===== config.mk =====
export PLATFORM = sky130hd
export DESIGN_NAME = bitwise_op_pipe_flat
export DESIGN_NICKNAME = d
export VERILOG_FILES = /design/src/rtl/bitwise_op_pipe_if.sv /design/src/rtl/bitwise_op_pipe.sv /design/src/flat_wrapper.sv
export SDC_FILE = /design/constraint.sdc
export NUM_CORES = 1
export LEC_CHECK = 0
export CAP_MARGIN = 30
export CORE_MARGIN = 1.5
export CORE_UTILIZATION = 40
export CTS_CLUSTER_DIAMETER = 150
export DETAILED_ROUTE_END_ITERATION = 6
export PLACE_DENSITY_LB_ADDON = 0.3
export SYNTH_ARGS = -nofsm -noshare
export SYNTH_HDL_FRONTEND = slang
export SYNTH_SLANG_ARGS = --single-unit

===== constraint.sdc =====
create_clock -name clk -period 2.1 [get_ports clk]
set_clock_uncertainty 0.15 [all_clocks]
set_input_delay 0.42 -clock clk [delete_from_list [all_inputs] [get_ports clk]]
set_output_delay 0.42 -clock clk [all_outputs]
set_load 0.02 [all_outputs]

===== src/rtl/bitwise_op_pipe_if.sv =====
// Operand/result handshake bundle for bitwise_op_pipe; slave is the block, master drives operands and consumes results.
interface bitwise_op_pipe_if #(
    parameter int WIDTH = 8,
    parameter int CNT_W = 16
);
    logic             in_valid;
    logic             in_ready;
    logic [WIDTH-1:0] in_a;
    logic [WIDTH-1:0] in_b;
    logic [2:0]       in_op;
    logic             out_valid;
    logic             out_ready;
    logic [WIDTH-1:0] out_data;
    logic             out_zero;
    logic             out_all1;
    logic             out_parity;
    logic [CNT_W-1:0] txn_count;

    modport slave (
        input  in_valid, in_a, in_b, in_op, out_ready,
        output in_ready, out_valid, out_data, out_zero, out_all1, out_parity, txn_count
    );

    modport master (
        output in_valid, in_a, in_b, in_op, out_ready,
        input  in_ready, out_valid, out_data, out_zero, out_all1, out_parity, txn_count
    );
endinterface


===== src/rtl/bitwise_op_pipe.sv =====
// Registered WIDTH-bit AND/OR/XOR/NAND/NOR/XNOR/NOT/PASS unit feeding a 2-entry in-order result buffer.
// One cycle into an empty buffer; in_ready comes from occupancy only, so no combinational path from out_ready.
module bitwise_op_pipe #(
    parameter int WIDTH = 8,
    parameter int CNT_W = 16
) (
    input  logic               clk,
    input  logic               rst_n,
    bitwise_op_pipe_if.slave   bus
);
    typedef struct packed {
        logic [WIDTH-1:0] data;
        logic             zero;
        logic             all1;
        logic             parity;
    } entry_t;

    entry_t           mem_q [2];
    entry_t           push_entry;
    entry_t           head;
    logic             rd_ptr_q;
    logic             wr_ptr_q;
    logic [1:0]       occ_q;
    logic [1:0]       occ_d;
    logic [CNT_W-1:0] cnt_q;
    logic [WIDTH-1:0] res;
    logic             push;
    logic             pop;

    assign bus.in_ready  = (occ_q != 2'd2);
    assign bus.out_valid = (occ_q != 2'd0);
    assign push          = bus.in_valid && bus.in_ready;
    assign pop           = bus.out_valid && bus.out_ready;

    always_comb begin
        case (bus.in_op)
            3'b000:  res = bus.in_a & bus.in_b;
            3'b001:  res = bus.in_a | bus.in_b;
            3'b010:  res = bus.in_a ^ bus.in_b;
            3'b011:  res = ~(bus.in_a & bus.in_b);
            3'b100:  res = ~(bus.in_a | bus.in_b);
            3'b101:  res = ~(bus.in_a ^ bus.in_b);
            3'b110:  res = ~bus.in_a;
            default: res = bus.in_a;
        endcase
        // Flags travel with the result so the consumer never sees them recomputed.
        push_entry.data   = res;
        push_entry.zero   = (res == '0);
        push_entry.all1   = &res;
        push_entry.parity = ^res;
    end

    always_comb begin
        case ({push, pop})
            2'b10:   occ_d = occ_q + 2'd1;
            2'b01:   occ_d = occ_q - 2'd1;
            default: occ_d = occ_q;
        endcase
    end

    always_ff @(posedge clk or negedge rst_n) begin
        if (!rst_n) begin
            mem_q[0] <= {{WIDTH{1'b0}}, 3'b100};
            mem_q[1] <= {{WIDTH{1'b0}}, 3'b100};
            rd_ptr_q <= 1'b0;
            wr_ptr_q <= 1'b0;
            occ_q    <= 2'd0;
            cnt_q    <= '0;
        end else begin
            if (push) begin
                mem_q[wr_ptr_q] <= push_entry;
                wr_ptr_q        <= ~wr_ptr_q;
            end
            if (pop) begin
                rd_ptr_q <= ~rd_ptr_q;
                cnt_q    <= cnt_q + CNT_W'(1);
            end
            occ_q <= occ_d;
        end
    end

    assign head           = mem_q[rd_ptr_q];
    assign bus.out_data   = head.data;
    assign bus.out_zero   = head.zero;
    assign bus.out_all1   = head.all1;
    assign bus.out_parity = head.parity;
    assign bus.txn_count  = cnt_q;
endmodule


===== src/flat_wrapper.sv =====
// flat-port wrapper written by rule: the top's interface ports become plain ports
module bitwise_op_pipe_flat 
#(
    parameter int WIDTH = 8,
    parameter int CNT_W = 16
)
  (clk, rst_n, bus_in_valid, bus_in_a, bus_in_b, bus_in_op, bus_out_ready, bus_in_ready, bus_out_valid, bus_out_data, bus_out_zero, bus_out_all1, bus_out_parity, bus_txn_count);
  bitwise_op_pipe_if #(.WIDTH(WIDTH), .CNT_W(CNT_W)) bus_i ();
  input  logic clk;
  input  logic rst_n;
  input wire logic [$bits(bus_i.in_valid)-1:0] bus_in_valid;
  input wire logic [$bits(bus_i.in_a)-1:0] bus_in_a;
  input wire logic [$bits(bus_i.in_b)-1:0] bus_in_b;
  input wire logic [$bits(bus_i.in_op)-1:0] bus_in_op;
  input wire logic [$bits(bus_i.out_ready)-1:0] bus_out_ready;
  output wire logic [$bits(bus_i.in_ready)-1:0] bus_in_ready;
  output wire logic [$bits(bus_i.out_valid)-1:0] bus_out_valid;
  output wire logic [$bits(bus_i.out_data)-1:0] bus_out_data;
  output wire logic [$bits(bus_i.out_zero)-1:0] bus_out_zero;
  output wire logic [$bits(bus_i.out_all1)-1:0] bus_out_all1;
  output wire logic [$bits(bus_i.out_parity)-1:0] bus_out_parity;
  output wire logic [$bits(bus_i.txn_count)-1:0] bus_txn_count;
  assign bus_i.in_valid = bus_in_valid;
  assign bus_i.in_a = bus_in_a;
  assign bus_i.in_b = bus_in_b;
  assign bus_i.in_op = bus_in_op;
  assign bus_i.out_ready = bus_out_ready;
  assign bus_in_ready = bus_i.in_ready;
  assign bus_out_valid = bus_i.out_valid;
  assign bus_out_data = bus_i.out_data;
  assign bus_out_zero = bus_i.out_zero;
  assign bus_out_all1 = bus_i.out_all1;
  assign bus_out_parity = bus_i.out_parity;
  assign bus_txn_count = bus_i.txn_count;
  bitwise_op_pipe #(.WIDTH(WIDTH), .CNT_W(CNT_W)) u_core (.clk(clk), .rst_n(rst_n), .bus(bus_i));
endmodule

==> results of run 1 <==
## layout make-up
| class | instances | area [um2] | area share |
|---|---|---|---|
| timing repair buffer | 120 | 1060 | 0.238 |
| clock buffer | 5 | 68.8 | 0.0154 |
| inverter | 23 | 106 | 0.0239 |
| tap | 96 | 120 | 0.0269 |
| multi-input combinational | 224 | 2000 | 0.449 |
| clock inverter | 3 | 45.0 | 0.0101 |
| sequential | 42 | 1050 | 0.236 |
## flip-flops by register name (all words and copies together) (netlist names)
name / flops
u_core.mem_q: 22
u_core.wr_ptr_q: 1
u_core.bus.txn_count: 16
u_core.rd_ptr_q: 1
u_core.occ_q: 2
## stage by stage
| stage | cell area, um2 | power, uW | util | worst slack [ps] |
|---|---|---|---|---|
| 2_1_floorplan | 2970 | 2430 | - | -621 |
| 3_3_place_gp | 3920 | 3240 | 0.574 | -1260 |
| 3_5_place_dp | 3920 | 3290 | 0.574 | -1330 |
| 4_1_cts | 4270 | 3930 | 0.625 | -626 |
| 5_1_grt | 4460 | 4290 | 0.653 | -687 |
| 6_report | 4460 | 4030 | 0.653 | -596 |
## synth_stat cells, types with 2 or more instances
master and count:
a31oi_1 4, buf_2 3, o21a_1 2, or2_2 4, buf_1 2, nor3_1 3
xnor2_1 15, mux2_2 24, a21boi_0 2, mux2i_1 6, nor3b_1 2, o211ai_1 3
o21ai_0 10, xor2_1 7, o32a_1 2, nor2b_1 3, dfrtp_1 40, nor2_1 19
ha_1 23, dfstp_2 2, and3_1 6, o41ai_1 2, nand2b_1 6, o221ai_1 2
o31ai_1 2, or2_1 2, nand2_1 41, a21oi_1 3, clkbuf_1 5, nand3_1 9
inv_1 23, a211oi_1 3, nand4_1 4
## logic make-up after synthesis
family	count (synthesis)	share of synthesized area
AOI/OAI and AO/OA	44	0.109
xor gates and xnor gates	22	0.0676
adders and majority gates	23	0.101
buffers and inverters	35	0.0514
DFF	42	0.370
muxes	32	0.129
and+or+nand+nor	103	0.172
## placed cells by master (no fill, tap or decap), types with 12 or more instances in the layout
master           Yosys  layout
buf_6                1      12
ha_4                 0      12
mux2_2              24      21
clkdlybuf4s50_1      0      20
dfrtp_1             40      40
buf_4                1      59
nor2_1              19      17
xnor2_1             15      14
nand2_1             41      40
inv_2                0      14
## where the power goes
group,switching [uW],internal (uW),total (uW)
registers,196,1090,1280
clock network,295,354,649
logic,1020,1080,2100
total,1520,2520,4030
## final timing paths
check	startpoint	endpoint	slack, ps
setup / recovery	bus_in_b[6]	u_core.mem_q[0]$_DFFE_PN0P_	-600
hold / removal	rst_n	u_core.bus.txn_count[15]$_DFFE_PN0P_	20
setup reg to reg	u_core.occ_q[0]$_DFFE_PN0P_	u_core.occ_q[1]$_DFFE_PN0P_	250
hold reg to reg	u_core.bus.txn_count[15]$_DFFE_PN0P_	u_core.bus.txn_count[15]$_DFFE_PN0P_	320
max in group asynchronous	rst_n	u_core.mem_q[2]$_DFFE_PN1P_	1410
min in group clk	u_core.bus.txn_count[15]$_DFFE_PN0P_	u_core.bus.txn_count[15]$_DFFE_PN0P_	320
## what timing repair did
item / in CTS / in global routing
setup endpoints to repair: 33 / 16
buffers inserted: 14 / 8
pin swaps: 31 / 25
gates resized for setup: 88 / 76
cloned: 2 / 0
## per-layer routing
| metal | track usage | part of all wire | vias to the layer above |
|---|---|---|---|
| met5 | 0 | 0 | - |
| met4 | 0.0476 | 0.016 | 0 |
| met3 | 0.0341 | 0.034 | 13 |
| met2 | 0.316 | 0.50 | 57 |
| met1 | 0.239 | 0.45 | 1267 |
| li1 | - | - | 1271 |
==> qor.csv, run 1 <==
stage,metric,value,unit
run_status,status,"complete, but fails checks",
run_status,failing checks,setup timing,
clock_network,CTS tree,built,
placement,Port Buffers,51,
yosys,Yosys cell types,50,
yosys,Async SR Flop Fraction,1.00,
route,Vias,2608,
clock_network,clk root buf,clkbuf_8,
die,die area,7640,um2
die,I/O Pins,52,
timing,Max Fclk,371,MHz
clock_network,# hold bufs at CTS,0,
critical_path,CP top delay family,multiplexers,
critical_path,CP Depth,12,
yosys,ranking of synthesized cells by area,"dfrtp_1 35%, ha_1 10%, mux2_2 9.5%, nand2_1 5.4%, xnor2_1 4.6%",
die,num rows,30,
timing,final max-slew violation count,0,
die,Die Y,87.4,um
critical_path,critical-path cell list,"buf_6, inv_4, ha_4, mux2_4, mux4_2, inv_2, ha_4, xor2_4, xnor2_2, o31a_1, or2_1, o211ai_1",
placement,post-DP HPWL,4.77,mm
route,drt drc,0,
final_layout,Inserted Diodes,0,
die,die width,87.4,um
power_and_ir_drop,Pleak,0.00202,uW
placement,RePlAce Congestion,0.791,
timing,period utilization,1.28,
yosys,Synth top area share,0.351,
clock_network,"Clk Latency, worst-skew pair",300,ps
critical_path,Arrival @ worst endpoint,2710,ps
clock_network,number of H-tree levels,2,
die,core area,6830,um2
yosys,Avg Inst Size Synth,9.47,um2
timing,Fin Hold WS,21.2,ps
timing,Worst-Margin Slew,514,ps
yosys,Yosys reg bits,42,
global_routing,GRT Total Usage,0.185,
power_and_ir_drop,worst ir drop on vdd,0.000502,V
worst_hold_path,worst hold path type,in -> async,
route,Via density,5.08,
final_layout,Non-Filler Instances,513,
yosys,Ys Warns,0,
critical_path,critical path class,in -> reg,
global_routing,first-pass GRT wire length,11.4,mm
critical_path,Worst Path Required,2120,ps
critical_path,Crit path largest cell delay,500,ps
final_layout,Syn-to-layout area delta,56.5,%
critical_path,CP Launch Type,input port,
final_layout,Nets,462,
placement,Placed Cells,489,
yosys,synthesized net count,347,
timing,RSZ-0062 raised after global routing,yes,
clock_network,Max clock buf depth,2,
power_and_ir_drop,power per cell area,904,nW/um2
final_layout,share of cells above drive strength 1,0.453,
route,Routed WL per cell,13.8,um
critical_path,CP Capture Type,flop,
clock_network,clock slew at reported path FFs,80,ps
yosys,Yosys top cell by area,dfrtp_1,
yosys,part of the Yosys area used for sequential elements,0.370,
timing,final setup margin,-596,ps
timing,final hold viol count,0,
critical_path,"Max FO, Critical Path",3,
critical_path,Slowest cell on crit path,mux4_2,
global_routing,largest net degree at the start of global routing,43,
yosys,Mapped Area,2850,um2
timing,setup violators final,4,
yosys,ys flop type,dfrtp_1,
yosys,"EDFF count, synth",0,
clock_network,Sink Count,42,
route,initial DRC count,51,
route,TritonRoute pass-1 iters,7,
critical_path,Register-to-Register Path Depth,5,
critical_path,Critical path buffers and inverters,3,
timing,Max-slew headroom,0.657,
yosys,Synth Instances,301,
timing,Fin Setup TNS,-1250,ps
critical_path,cell mode on critical path,ha_4,
global_routing,grt ovf,0,
clock_network,CTS buffer count,5,
die,starting density of the core,0.417,
final_layout,Filler Cell Count,539,
flow_run,Max-Cap Viols,0,
route,post-route ant nets,0,
route,WL final,7.10,mm
global_routing,vias in the first global route,2566,
global_routing,antenna violations before repair,0,
timing,Tmin final,2700,ps
No activity file was read; power rests on OpenSTA's default activity.
==> inputs of run 2 (changes only) <==
CORE_UTILIZATION = 53   (was 40)
CTS_CLUSTER_DIAMETER = 60   (was 150)
==> run 2 against run 1 <==
Against the previous run:
- register-to-register slack worse by 20 ps
- maximum frequency decreased by 3.5%
- die area is 24% lower
- final area is 1.5% lower
- non-clock buffer count grew 1
- count of clock-buffer cells in the layout increased by 1
- wire length grew 29%
- global-route usage increased by 10 points
- worst hold slack gained 310 ps
- the run still ends with setup timing left
- via count is 11% higher
- core utilization rose by 20 points
==> qor.csv, run 2 (synthesized netlist as in run 1, its figures left out) <==
stage,metric,value,unit,change
route,TritonRoute pass-1 iters,5,,-2
run_status,failing checks,setup timing,,
timing,Max-slew headroom,0.647,,-0.0104
die,die area,5820,um2,-24%
clock_network,Sink Count,42,,unchanged
critical_path,Register-to-Register Path Depth,5,,unchanged
run_status,status,"complete, but fails checks",,
critical_path,start of the worst register-to-register path,u_core.occ_q[0]$_DFFE_PN0P_,,
global_routing,grt ovf,0,,unchanged
final_layout,post-route cell area,4390,um2,-1.5%
die,Die Y,76.3,um,-13%
placement,post-DP HPWL,5.06,mm,+6.0%
placement,Place WS,-1340,ps,-8.68 ps
global_routing,GRT Total Usage,0.289,,+0.104
power_and_ir_drop,Pleak,0.00203,uW,+0.45%
final_layout,share of cells above drive strength 1,0.414,,-0.0394
clock_network,clock slew at reported path FFs,80,ps,about the same
critical_path,R2R Setup Slk,230,ps,-20 ps
timing,final max-slew violation count,0,,unchanged
die,starting density of the core,0.554,,+0.137
critical_path,Worst Path Required,2150,ps,+30 ps
die,core area,5140,um2,-25%
critical_path,CP Capture Type,flop,,
final_layout,Nets,463,,+0.22%
clock_network,CTS tree,built,,
timing,final setup margin,-694,ps,-97.9 ps
final_layout,Filler Cell Count,267,,-50%
route,Via density,5.91,,+16%
die,num rows,26,,-13%
worst_hold_path,worst hold path type,reg -> reg,,
power_and_ir_drop,power per cell area,903,nW/um2,-0.15%
global_routing,GRT Max-Usage Layer,met2,,
global_routing,met3 GRT Util,0.0635,,+0.0293
placement,placed inst area,3860,um2,-1.5%
placement,Port Buffers,51,,unchanged
final_layout,max reg flops,22,,unchanged
final_layout,"most common cell after layout, fill and taps aside",buf_4,,
critical_path,Crit. Startpoint,bus_in_a[2],,
route,drt drc,0,,unchanged
final_layout,Biggest register,u_core.mem_q,,
critical_path,critical-path cell list,"clkdlybuf4s15_1, buf_4, ha_1, inv_1, o21ai_1, a31oi_1, o32a_1, inv_2, ha_4, xnor2_2, o31a_1, or2_1, o211ai_1",,
route,post-route ant nets,0,,unchanged
final_layout,"commonest non-fill, non-tap cells in the layout","56 x buf_4, 41 x nand2_1, 40 x dfrtp_1",,
global_routing,largest net degree at the start of global routing,25,,-42%
global_routing,M1 GR Usage,0.318,,+0.0790
global_routing,antenna violations before repair,0,,unchanged
route,Routed WL per cell,18.8,um,+36%
flow_run,Max-Cap Viols,0,,unchanged
critical_path,Slowest cell on crit path,o32a_1,,
global_routing,first-pass GRT wire length,13.4,mm,+18%
die,I/O Pins,52,,unchanged
clock_network,clk root buf,clkbuf_8,,
route,initial DRC count,204,,+300%
clock_network,number of H-tree levels,2,,unchanged
clock_network,CTS buffer count,5,,unchanged
critical_path,crit path to,u_core.mem_q[0]$_DFFE_PN0P_,,
power_and_ir_drop,worst ir drop on vdd,0.000982,V,+96%
global_routing,vias in the first global route,2923,,+14%
timing,Max Fclk,358,MHz,-3.5%
clock_network,"Clk Latency, worst-skew pair",300,ps,about the same
final_layout,Syn-to-layout area delta,54.1,%,
timing,period utilization,1.33,,+0.0466
critical_path,Crit path largest cell delay,390,ps,-110 ps
critical_path,CP Launch Type,input port,,
placement,RePlAce Congestion,0.810,,+2.4%
critical_path,R2R Path End,u_core.mem_q[16]$_DFFE_PN0P_,,
final_layout,Inserted Diodes,0,,unchanged
clock_network,Max clock buf depth,2,,unchanged
timing,setup violators final,11,,+7
timing,RSZ-0062 raised after global routing,yes,,
die,die width,76.3,um,-13%
critical_path,critical path class,in -> reg,,
route,WL final,9.19,mm,+29%
timing,final hold viol count,0,,unchanged
critical_path,"Max FO, Critical Path",3,,unchanged
route,Vias,2884,,+11%
timing,Tmin final,2790,ps,+97.9 ps
critical_path,Arrival @ worst endpoint,2840,ps,+130 ps
global_routing,met2 GRT Util,0.526,,+0.210
timing,Worst-Margin Slew,530,ps,+15.6 ps
[run 2: cell count changes in the layout (fill, tap and decap cells not counted), sizes merged, moves of 2 or more]
cell / before / now
dlygate4sd2: 7 / 12
clkinvlp: 2 / 0
buf: 79 / 75
clkinv: 0 / 2
[run 2: timing repair]
item | CTS | global route
resized for setup | 89 | 57
cloned | 2 | 1
pin swaps | 28 | 26
endpoints found under the hold margin | 20 | 0
hold buffers | 1 | 0
setup endpoints to repair | 33 | 15
buffers inserted | 14 | 4
[run 2: area by class of cell]
type                            count  area (um2)  area share
Tap cell                           70        87.6      0.0200
Inverter                           23         109      0.0248
Sequential cell                    42        1050       0.240
Clock inverter                      2        13.8     0.00314
Timing Repair Buffer              121        1120       0.256
Clock buffer                        6        72.6      0.0165
Multi-Input combinational cell    224        1930       0.439
[run 2: stage by stage]
stage	total power, uW	TNS, ps	utilization	hold slack [ps]	instances
final	3960	-2870	0.854	336	488
after global placement	3180	-11940	0.752	266	461
after detailed placement	3260	-13150	0.752	265	461
after CTS	3750	-2100	0.823	333	485
after global routing	4180	-3050	0.854	350	488
after floorplan	2430	-1790	-	-25.6	301
[run 2: critical path: cells and delay by family]
kind | cells | cell delay, ps
XOR/XNOR | 1 | 160
AND/OR/NAND/NOR | 1 | 260
buffers and inverters | 4 | 510
adder cells (fa/ha/maj) | 2 | 390
AO/OA/AOI/OAI | 5 | 1100
[run 2: worst min path at each step]
stage                                                    start                                    to  slack [ps]  depth (start not counted)
after global routing       u_core.bus.txn_count[5]$_DFFE_PN0P_   u_core.bus.txn_count[5]$_DFFE_PN0P_         350                          1
after detailed placement                                 rst_n  u_core.bus.txn_count[12]$_DFFE_PN0P_         260                          1
after global placement                                   rst_n  u_core.bus.txn_count[15]$_DFFE_PN0P_         270                          1
after CTS                          u_core.mem_q[9]$_DFFE_PN0P_           u_core.mem_q[9]$_DFFE_PN0P_         330                          2
after floorplan                                          rst_n   u_core.bus.txn_count[0]$_DFFE_PN0P_         -30                          0
final                     u_core.bus.txn_count[15]$_DFFE_PN0P_  u_core.bus.txn_count[15]$_DFFE_PN0P_         340                          1
[run 2: layer usage]
| metal | wire [um] | share of wire |
|---|---|---|
| met1 | 3320 | 0.36 |
| met2 | 4650 | 0.51 |
| met3 | 604 | 0.066 |
| met4 | 619 | 0.067 |
| met5 | 0 | 0 |
[run 2: power by group]
group	switching (uW)	internal [uW]	total, uW
Clock	273	234	507
Combinational	1100	1060	2160
Sequential	210	1090	1300
